File: src/rtl/toggle_pkg.sv
// Shared types and defaults for the toggle-count scheduler.
package toggle_pkg;

    localparam int NREQ_DEF   = 4;
    localparam int DATA_W_DEF = 16;
    localparam int LEN_W_DEF  = 4;

    typedef enum logic [1:0] {
        ST_IDLE   = 2'd0,
        ST_GRANT  = 2'd1,
        ST_SHIFT  = 2'd2,
        ST_REPORT = 2'd3
    } state_t;

    // Index width for a requester count; never narrower than one bit.
    function automatic int id_width(input int n);
        return (n > 1) ? $clog2(n) : 1;
    endfunction

endpackage

File: src/rtl/rr_arbiter.sv
// Round-robin selector: first active request at or above pointer p, wrapping.
module rr_arbiter
    import toggle_pkg::*;
#(
    parameter  int NREQ = NREQ_DEF,
    localparam int ID_W = id_width(NREQ)
) (
    input  logic [NREQ-1:0] req,
    input  logic [ID_W-1:0] p,
    output logic [NREQ-1:0] winner,
    output logic            valid
);

    logic [ID_W-1:0] idx;

    // Walk the requesters starting at p; the first one seen wins.
    always_comb begin
        winner = '0;
        valid  = 1'b0;
        idx    = '0;
        for (int i = 0; i < NREQ; i++) begin
            idx = ID_W'((int'(p) + i) % NREQ);
            if (!valid && req[idx]) begin
                winner[idx] = 1'b1;
                valid       = 1'b1;
            end
        end
    end

endmodule

File: src/rtl/toggle_sched.sv
// Shared bit-transition counter serving NREQ requesters in round-robin order.
//
// state     | meaning
// ----------+------------------------------------------------------------
// ST_IDLE   | waiting for any request; arbitrate and latch winner's word
// ST_GRANT  | gnt pulse; load prev-bit with bit 0, prime the shifter
// ST_SHIFT  | one bit per cycle (bits 1..L), count changes vs prev-bit
// ST_REPORT | done pulse with done_id/tcount, then back to idle
module toggle_sched
    import toggle_pkg::*;
#(
    parameter  int NREQ   = NREQ_DEF,
    parameter  int DATA_W = DATA_W_DEF,
    parameter  int LEN_W  = LEN_W_DEF,
    localparam int ID_W   = id_width(NREQ)
) (
    input  logic                   clk,
    input  logic                   rst,
    input  logic [NREQ-1:0]        req,
    input  logic [NREQ*DATA_W-1:0] req_data,
    input  logic [NREQ*LEN_W-1:0]  req_len,
    output logic [NREQ-1:0]        gnt,
    output logic                   busy,
    output logic                   done,
    output logic [ID_W-1:0]        done_id,
    output logic [LEN_W-1:0]       tcount
);

    state_t              state_q, state_d;
    logic [NREQ-1:0]     gnt_q, gnt_d;
    logic                busy_q, busy_d;
    logic                done_q, done_d;
    logic [ID_W-1:0]     done_id_q, done_id_d;
    logic [LEN_W-1:0]    tcount_q, tcount_d;
    logic [ID_W-1:0]     ptr_q, ptr_d;
    logic [ID_W-1:0]     id_q, id_d;
    logic [DATA_W-1:0]   sh_q, sh_d;
    logic [LEN_W-1:0]    rem_q, rem_d;
    logic                prev_q, prev_d;

    logic [NREQ-1:0]     win_oh;
    logic                win_valid;
    logic [ID_W-1:0]     win_idx;
    logic [DATA_W-1:0]   sel_data;
    logic [LEN_W-1:0]    sel_len;

    rr_arbiter #(
        .NREQ (NREQ)
    ) u_arb (
        .req    (req),
        .p      (ptr_q),
        .winner (win_oh),
        .valid  (win_valid)
    );

    // Turn the one-hot winner into an index and mux out its word and length.
    always_comb begin
        win_idx  = '0;
        sel_data = '0;
        sel_len  = '0;
        for (int i = 0; i < NREQ; i++) begin
            if (win_oh[i]) begin
                win_idx  = ID_W'(i);
                sel_data = req_data[i*DATA_W +: DATA_W];
                sel_len  = req_len[i*LEN_W +: LEN_W];
            end
        end
    end

    // Next-state and registered-output logic. rem is a down-counter of bits
    // still to examine; the word is shifted right so the current bit is sh[0],
    // which also makes bits above L irrelevant.
    always_comb begin
        state_d   = state_q;
        gnt_d     = '0;
        busy_d    = busy_q;
        done_d    = 1'b0;
        done_id_d = done_id_q;
        tcount_d  = tcount_q;
        ptr_d     = ptr_q;
        id_d      = id_q;
        sh_d      = sh_q;
        rem_d     = rem_q;
        prev_d    = prev_q;

        case (state_q)
            ST_IDLE: begin
                if (win_valid) begin
                    state_d  = ST_GRANT;
                    gnt_d    = win_oh;
                    busy_d   = 1'b1;
                    id_d     = win_idx;
                    sh_d     = sel_data;
                    rem_d    = sel_len;
                    tcount_d = '0;
                    ptr_d    = (win_idx == ID_W'(NREQ - 1)) ? '0 : win_idx + ID_W'(1);
                end
            end
            ST_GRANT: begin
                prev_d   = sh_q[0];
                sh_d     = sh_q >> 1;
                tcount_d = '0;
                if (rem_q == '0) begin
                    state_d   = ST_REPORT;
                    done_d    = 1'b1;
                    done_id_d = id_q;
                end else begin
                    state_d = ST_SHIFT;
                end
            end
            ST_SHIFT: begin
                prev_d = sh_q[0];
                sh_d   = sh_q >> 1;
                rem_d  = rem_q - LEN_W'(1);
                if (sh_q[0] != prev_q) begin
                    tcount_d = tcount_q + LEN_W'(1);
                end
                if (rem_q == LEN_W'(1)) begin
                    state_d   = ST_REPORT;
                    done_d    = 1'b1;
                    done_id_d = id_q;
                end
            end
            ST_REPORT: begin
                state_d  = ST_IDLE;
                busy_d   = 1'b0;
                tcount_d = '0;
            end
            default: begin
                state_d = ST_IDLE;
            end
        endcase
    end

    // State and output registers; reset abandons any operation in flight.
    always_ff @(posedge clk or negedge rst) begin
        if (!rst) begin
            state_q   <= ST_IDLE;
            gnt_q     <= '0;
            busy_q    <= 1'b0;
            done_q    <= 1'b0;
            done_id_q <= '0;
            tcount_q  <= '0;
            ptr_q     <= '0;
            id_q      <= '0;
            sh_q      <= '0;
            rem_q     <= '0;
            prev_q    <= 1'b0;
        end else begin
            state_q   <= state_d;
            gnt_q     <= gnt_d;
            busy_q    <= busy_d;
            done_q    <= done_d;
            done_id_q <= done_id_d;
            tcount_q  <= tcount_d;
            ptr_q     <= ptr_d;
            id_q      <= id_d;
            sh_q      <= sh_d;
            rem_q     <= rem_d;
            prev_q    <= prev_d;
        end
    end

    assign gnt     = gnt_q;
    assign busy    = busy_q;
    assign done    = done_q;
    assign done_id = done_id_q;
    assign tcount  = tcount_q;

endmodule

File: config.mk
export PLATFORM = sky130hd
export DESIGN_NAME = toggle_sched
export DESIGN_NICKNAME = d
export VERILOG_FILES = /design/src/rtl/toggle_pkg.sv /design/src/rtl/rr_arbiter.sv /design/src/rtl/toggle_sched.sv
export SDC_FILE = /design/constraint.sdc
export NUM_CORES = 1
export LEC_CHECK = 0
export BUFFER_PORTS_ARGS = -buffer_cell sky130_fd_sc_hd__buf_2
export CAP_MARGIN = 15
export CORE_MARGIN = 2
export CORE_UTILIZATION = 55
export DETAILED_ROUTE_END_ITERATION = 8
export PLACE_DENSITY = 0.85
export REMOVE_ABC_BUFFERS = 1
export SYNTH_ARGS = -nofsm -noshare
export SYNTH_HDL_FRONTEND = slang
export SYNTH_SLANG_ARGS = --single-unit
File: constraint.sdc
create_clock -name clk -period 5.42 [get_ports clk]
set_clock_uncertainty 0.05 [all_clocks]
set_input_delay 0.271 -clock clk [delete_from_list [all_inputs] [get_ports clk]]
set_output_delay 0.271 -clock clk [all_outputs]
set_load 0.01 [all_outputs]
# Word level (Yosys, flattened, before mapping)

Cells that the tools add are included.

Bits in registers: 39
Output and inout bits: 12

Add/sub/neg operators: 6
Magnitude comparators: 8
Equality and inequality tests: 10
Mux-type cells: 57
Bitwise operators: 3
Reduce and logical (&&, ||, !) cells: 25

Operators with widths:

| operator                                                                      | number |
|---|---|
| 16-bit two-way mux                                                            | 5 |
| 4-bit two-way mux                                                             | 13 |
| 16-bit one-hot mux with 2 select lines                                        | 1 |
| 1-bit two-way mux                                                             | 17 |
| 2-bit two-way mux                                                             | 7 |
| 2-bit by 3-bit less-than comparator with 1-bit output (second input constant) | 4 |
| 4-bit bitwise OR                                                              | 3 |
| 4-bit one-hot mux with 3 select lines                                         | 1 |
| 2-bit AND reduction                                                           | 6 |
| 1-bit binary-select mux with 2-bit select                                     | 4 |
| 1-bit demux with 2-bit select                                                 | 4 |
| 2-bit by 1-bit >= comparator with 1-bit output (second input constant)        | 4 |
| 2-bit one-hot mux with 4 select lines                                         | 1 |
| 4-bit one-hot mux with 2 select lines                                         | 1 |
| 2-bit nonzero test                                                            | 4 |
| 1-bit logical AND                                                             | 7 |
| 2-bit equality test (second input constant)                                   | 3 |
| 2-bit != test (second input constant)                                         | 3 |
| 2-bit by 1-bit adder with 2-bit output (second input constant)                | 2 |
| 2-bit adder (second input constant)                                           | 2 |
| 4-bit by 1-bit adder with 4-bit output (second input constant)                | 1 |
| 4-bit by 1-bit equality test with 1-bit output (second input constant)        | 1 |
| 4-bit zero test                                                               | 1 |
| 1-bit one-hot mux with 2 select lines                                         | 2 |
| other kinds (9)                                                               | 12 |

# Longest topological paths before layout

Word-level depth: 18
Gate-level depth with buffers: 11
Mapped depth without buffers: 9

# By module

From an unflattened synthesis, not the netlist that was laid out.

Cell total of the unflattened synthesis: 348
Area total of the unflattened synthesis: 3000.4 um^2

Modules (own cells, without submodules):

| module       | instances | cells each | area each (um^2) | seq. area each (um^2) |
|---|---|---|---|---|
| toggle_sched | 1         | 286        | 2506.2           | 975.9 |
| rr_arbiter   | 1         | 62         | 494.2            | 0.0 |

# Worst setup path after synthesis

Ideal clock, no wire load.

Path type: flip-flop to flip-flop
From: reg ptr_q[0]
To: reg sh_q[0]
Arrival time: 2.841 ns
Data required time: 5.242 ns
Path slack: 2.401 ns
Cell stages (with the launch flop): 12
Path buffers: 2
Path through: dfrtp_1 > buf_2 > inv_1 > ha_1 > mux4_2 > or3b_1 > a2bb2oi_2 > a21oi_2 > and2_4 > buf_6 > a221oi_1 > nor3_1

Cells in the longest elaborated chain, start to end: 18
Elaborated cells on any way between the ends: 56
Classes of those cells: add/sub (3); order compare (8); eq/ne (1); mux (30); bitwise (3); reduce/logical (11)

RTL lines:

| what                                                                                           | line                | RTL |
|---|---|---|
| start: declaration                                                                             | toggle_sched.sv:35  | `logic [ID_W-1:0] ptr_q, ptr_d;` |
| start signal: assignment                                                                       | toggle_sched.sv:156 | `ptr_q <= ptr_d;` |
| branches (longest 18 deep; another with 2-bit by 3-bit less-than comparator with 1-bit output) | --                  |  |
| end signal: assignment                                                                         | toggle_sched.sv:146 | `sh_q <= '0;` |
| end signal: assignment                                                                         | toggle_sched.sv:158 | `sh_q <= sh_d;` |
| end: declaration                                                                               | toggle_sched.sv:37  | `logic [DATA_W-1:0] sh_q, sh_d;` |

Parallel ways; which one is timed is not known. The select of a mux whose other input is x is not followed.
A chain may end at the register's enable or synchronous reset.

# Worst setup path after layout

From: reg ptr_q[0]
To: reg sh_q[5]

Same word-level chain as after synthesis.

==> results.toml <==
[finish]
area_delta_synth_final_pct = 19.5
final_nets = 533
drive_gt1_frac = 0.330
utilization = 0.674
antenna_cells = 0
fill_cells = 468

[timing]
final.setup.tns_ns = 0
max_freq_mhz = 250
finalSetupViolations = 0
tightest_slew_ns = 1.22
finalHoldViolations = 0
rsz0062_at_grt = "no"
fin_hold_ws_ns = 0.0570
period_minus_slack_ns = 4.00
relSlewSlack = 0.187
drv_slew = 0
fin_crit_sh = 0.737

[outcome]
status = "finished clean"

[drt]
postRouteAntennaNets = 0
wl_per_cell_um = 15.4
drc_errors = 0
drt_wl_total_um = 7790
first_pass_iters = 5
num_vias = 2966
vias_per_cell = 5.87
dr.first_iter.drc_count = 237

[synth]
synth.ff_latch_count = 39
ys_async_sr_fraction = 1.00
synth.area.top_cells = "dfrtp_1 32%, a221oi_2 6.3%, ha_1 6.1%"
synthCells = 348
yosys.area_share.simple = 0.198
synth-seq-area-share = 0.316
synth_top_area_frac = 0.316
muxShareOfSynthArea = 0.0531
ys.flop_type = "dfrtp_1"
synth-xor-area-share = 0.00568
synth_top_cell_by_area = "dfrtp_1"
synth_compound_area_frac = 0.291
avgSynthCellArea_sq_um = 8.86
yosysWarnings = 0
syn_area_sq_um = 3080
synth-adder-area-share = 0.0609
ys_types = 48
synth_top_family_by_area = "compound AO/OA/AOI/OAI gates"
synth-edff-count = 0

[global_routing]
grt_max_degree = 46
grt_usage = 0.253
grt_pass1_wl_um = 12600
grt_overflow = 0
antenna_found_initial = 0
grt_pass1_vias = 2768

[floorplan]
dieArea_sq_um = 6220
placementRows = 27
die_h_um = 78.9
coreArea_sq_um = 5470
initial_core_util = 0.564
die_w_um = 78.9
pin_count = 98

[placement]
gp_congestion = 0.917
dpl.hpwl_um = 5650
io_buffer_count = 97

[cts]
post_cts_buffers = 0
postCtsResizedCells = 0
cts_tree = "built"
postCtsHoldBufs = 0
cts.htree.levels = 2
clock-sinks = 39
clk_pin_slew_ns = 0.08
clockBufferDepth = 2
cts_buffers = 5
clock_latency_ns = 0.29
cts_root_buffer = "clkbuf_8"

[worst_setup_path]
endpoint_kind = "register"
required_ns = 5.55
crit_path_start_kind = "register"
crit_fanout = 33
crit_arrival_ns = 4.13
critPathKind = "reg -> reg"

[pwr]
total_power_mw = 2.67
leakage_nw = 1.92
power.density_nw_per_um2 = 723
ir_drop_uv = 343

[job]
cap_viol_max_count = 0

[worst_hold_path]
min_path_type = "in -> async"
[critical path, stage by stage, from the launching register on]
cell and delay (ns):
dfrtp_1 0.68, inv_1 0.19, ha_1 0.39, mux4_2 0.59, nand2_1 0.10, o21ai_1 0.10, a221oi_4 0.98, buf_4 0.32
o2111ai_1 0.13, a221oi_1 0.27, nor3_1 0.08
[worst paths after layout]
path,from,end,slack [ns],depth (start not counted)
min in group clk,req_data[22],sh_q[6],0.19,3
worst min register to register,done_id[1],done_id[1],0.46,1
worst max-delay path,ptr_q[0],sh_q[5],1.42,10
max in group asynchronous,rst,tcount[2],4.71,1
worst min-delay path,rst,sh_q[1],0.06,1
worst max register to register,ptr_q[0],sh_q[5],1.42,10
[stage by stage]
stage	cell area, sq um	worst slack, ns	std cells
4_1_cts	3690	1.43	505
3_3_place_gp	3580	1.62	497
5_1_grt	3690	1.09	505
2_1_floorplan	2970	1.49	325
3_5_place_dp	3580	1.42	497
6_report	3690	1.42	505
[logic make-up after synthesis]
group                      after synthesis
and+or+nand+nor                        123
AOI/OAI and AO/OA                      104
buffers and inverters                   53
DFF                                     39
adders and majority gates               15
muxes                                   12
xor gates and xnor gates                 2
[synthesized netlist by cell type (2+ instances only)]
| cell | instances |
|---|---|
| o2111ai_1 | 15 |
| o21ai_0 | 12 |
| ha_1 | 15 |
| o22ai_1 | 3 |
| nor3b_1 | 3 |
| a221oi_2 | 13 |
| nand3_1 | 2 |
| nor2_1 | 47 |
| a21boi_0 | 2 |
| a221oi_1 | 8 |
| and2_1 | 2 |
| and3b_1 | 2 |
| o211ai_1 | 3 |
| clkbuf_1 | 12 |
| o211a_1 | 15 |
| a21oi_1 | 9 |
| inv_1 | 30 |
| nand2b_1 | 4 |
| buf_6 | 3 |
| a22oi_1 | 2 |
| nor3_1 | 13 |
| nor3_2 | 9 |
| a31oi_1 | 3 |
| mux4_2 | 3 |
| mux2_2 | 5 |
| a22o_1 | 6 |
| nand2_1 | 33 |
| mux2i_1 | 4 |
| a21o_1 | 3 |
| o21ai_1 | 4 |
| buf_2 | 8 |
| dfrtp_1 | 39 |
[cell usage in the layout (no fill, tap or decap), drive strengths merged, types with 6 or more instances in the layout]
cell,instances
buf,100
nor2,47
dfrtp,39
nand2,33
inv,30
nor3,23
a221oi,21
o21ai,16
o211a,15
o2111ai,15
ha,15
a21oi,10
clkbuf,7
a22o,6
[routing by layer]
layer  wire length (um)  vias to the layer above  global-route usage
met1               3390                     1394               0.338
met4                180                        0              0.0914
met5                  0                        -                   0
li1                   -                     1441                   -
met2               3800                      112               0.427
met3                421                       19              0.0284
[layout make-up]
cell class                      count  area, sq um  share of cell area
Clock buffer                        7         96.3              0.0261
Tap cell                           72         90.1              0.0244
Sequential cell                    39          976               0.265
Clock inverter                      1         7.51             0.00204
Inverter                           30          113              0.0305
Timing Repair Buffer              100          508               0.138
Multi-Input combinational cell    256         1900               0.514
[report_power, final]
group / internal, mW / switching (mW)
combinational: 0.795 / 1.09
clock: 0.116 / 0.105
sequential: 0.440 / 0.114
total: 1.35 / 1.31
[sequential cells by signal (all words and copies together), names as in the netlist]
signal / flops
sh_q: 16
gnt: 4
rem_q: 4
tcount: 4
done_id: 2
id_q: 2
ptr_q: 2
state_q: 2
busy: 1
done: 1
prev_q: 1
No activity file was read; power rests on OpenSTA's default activity.
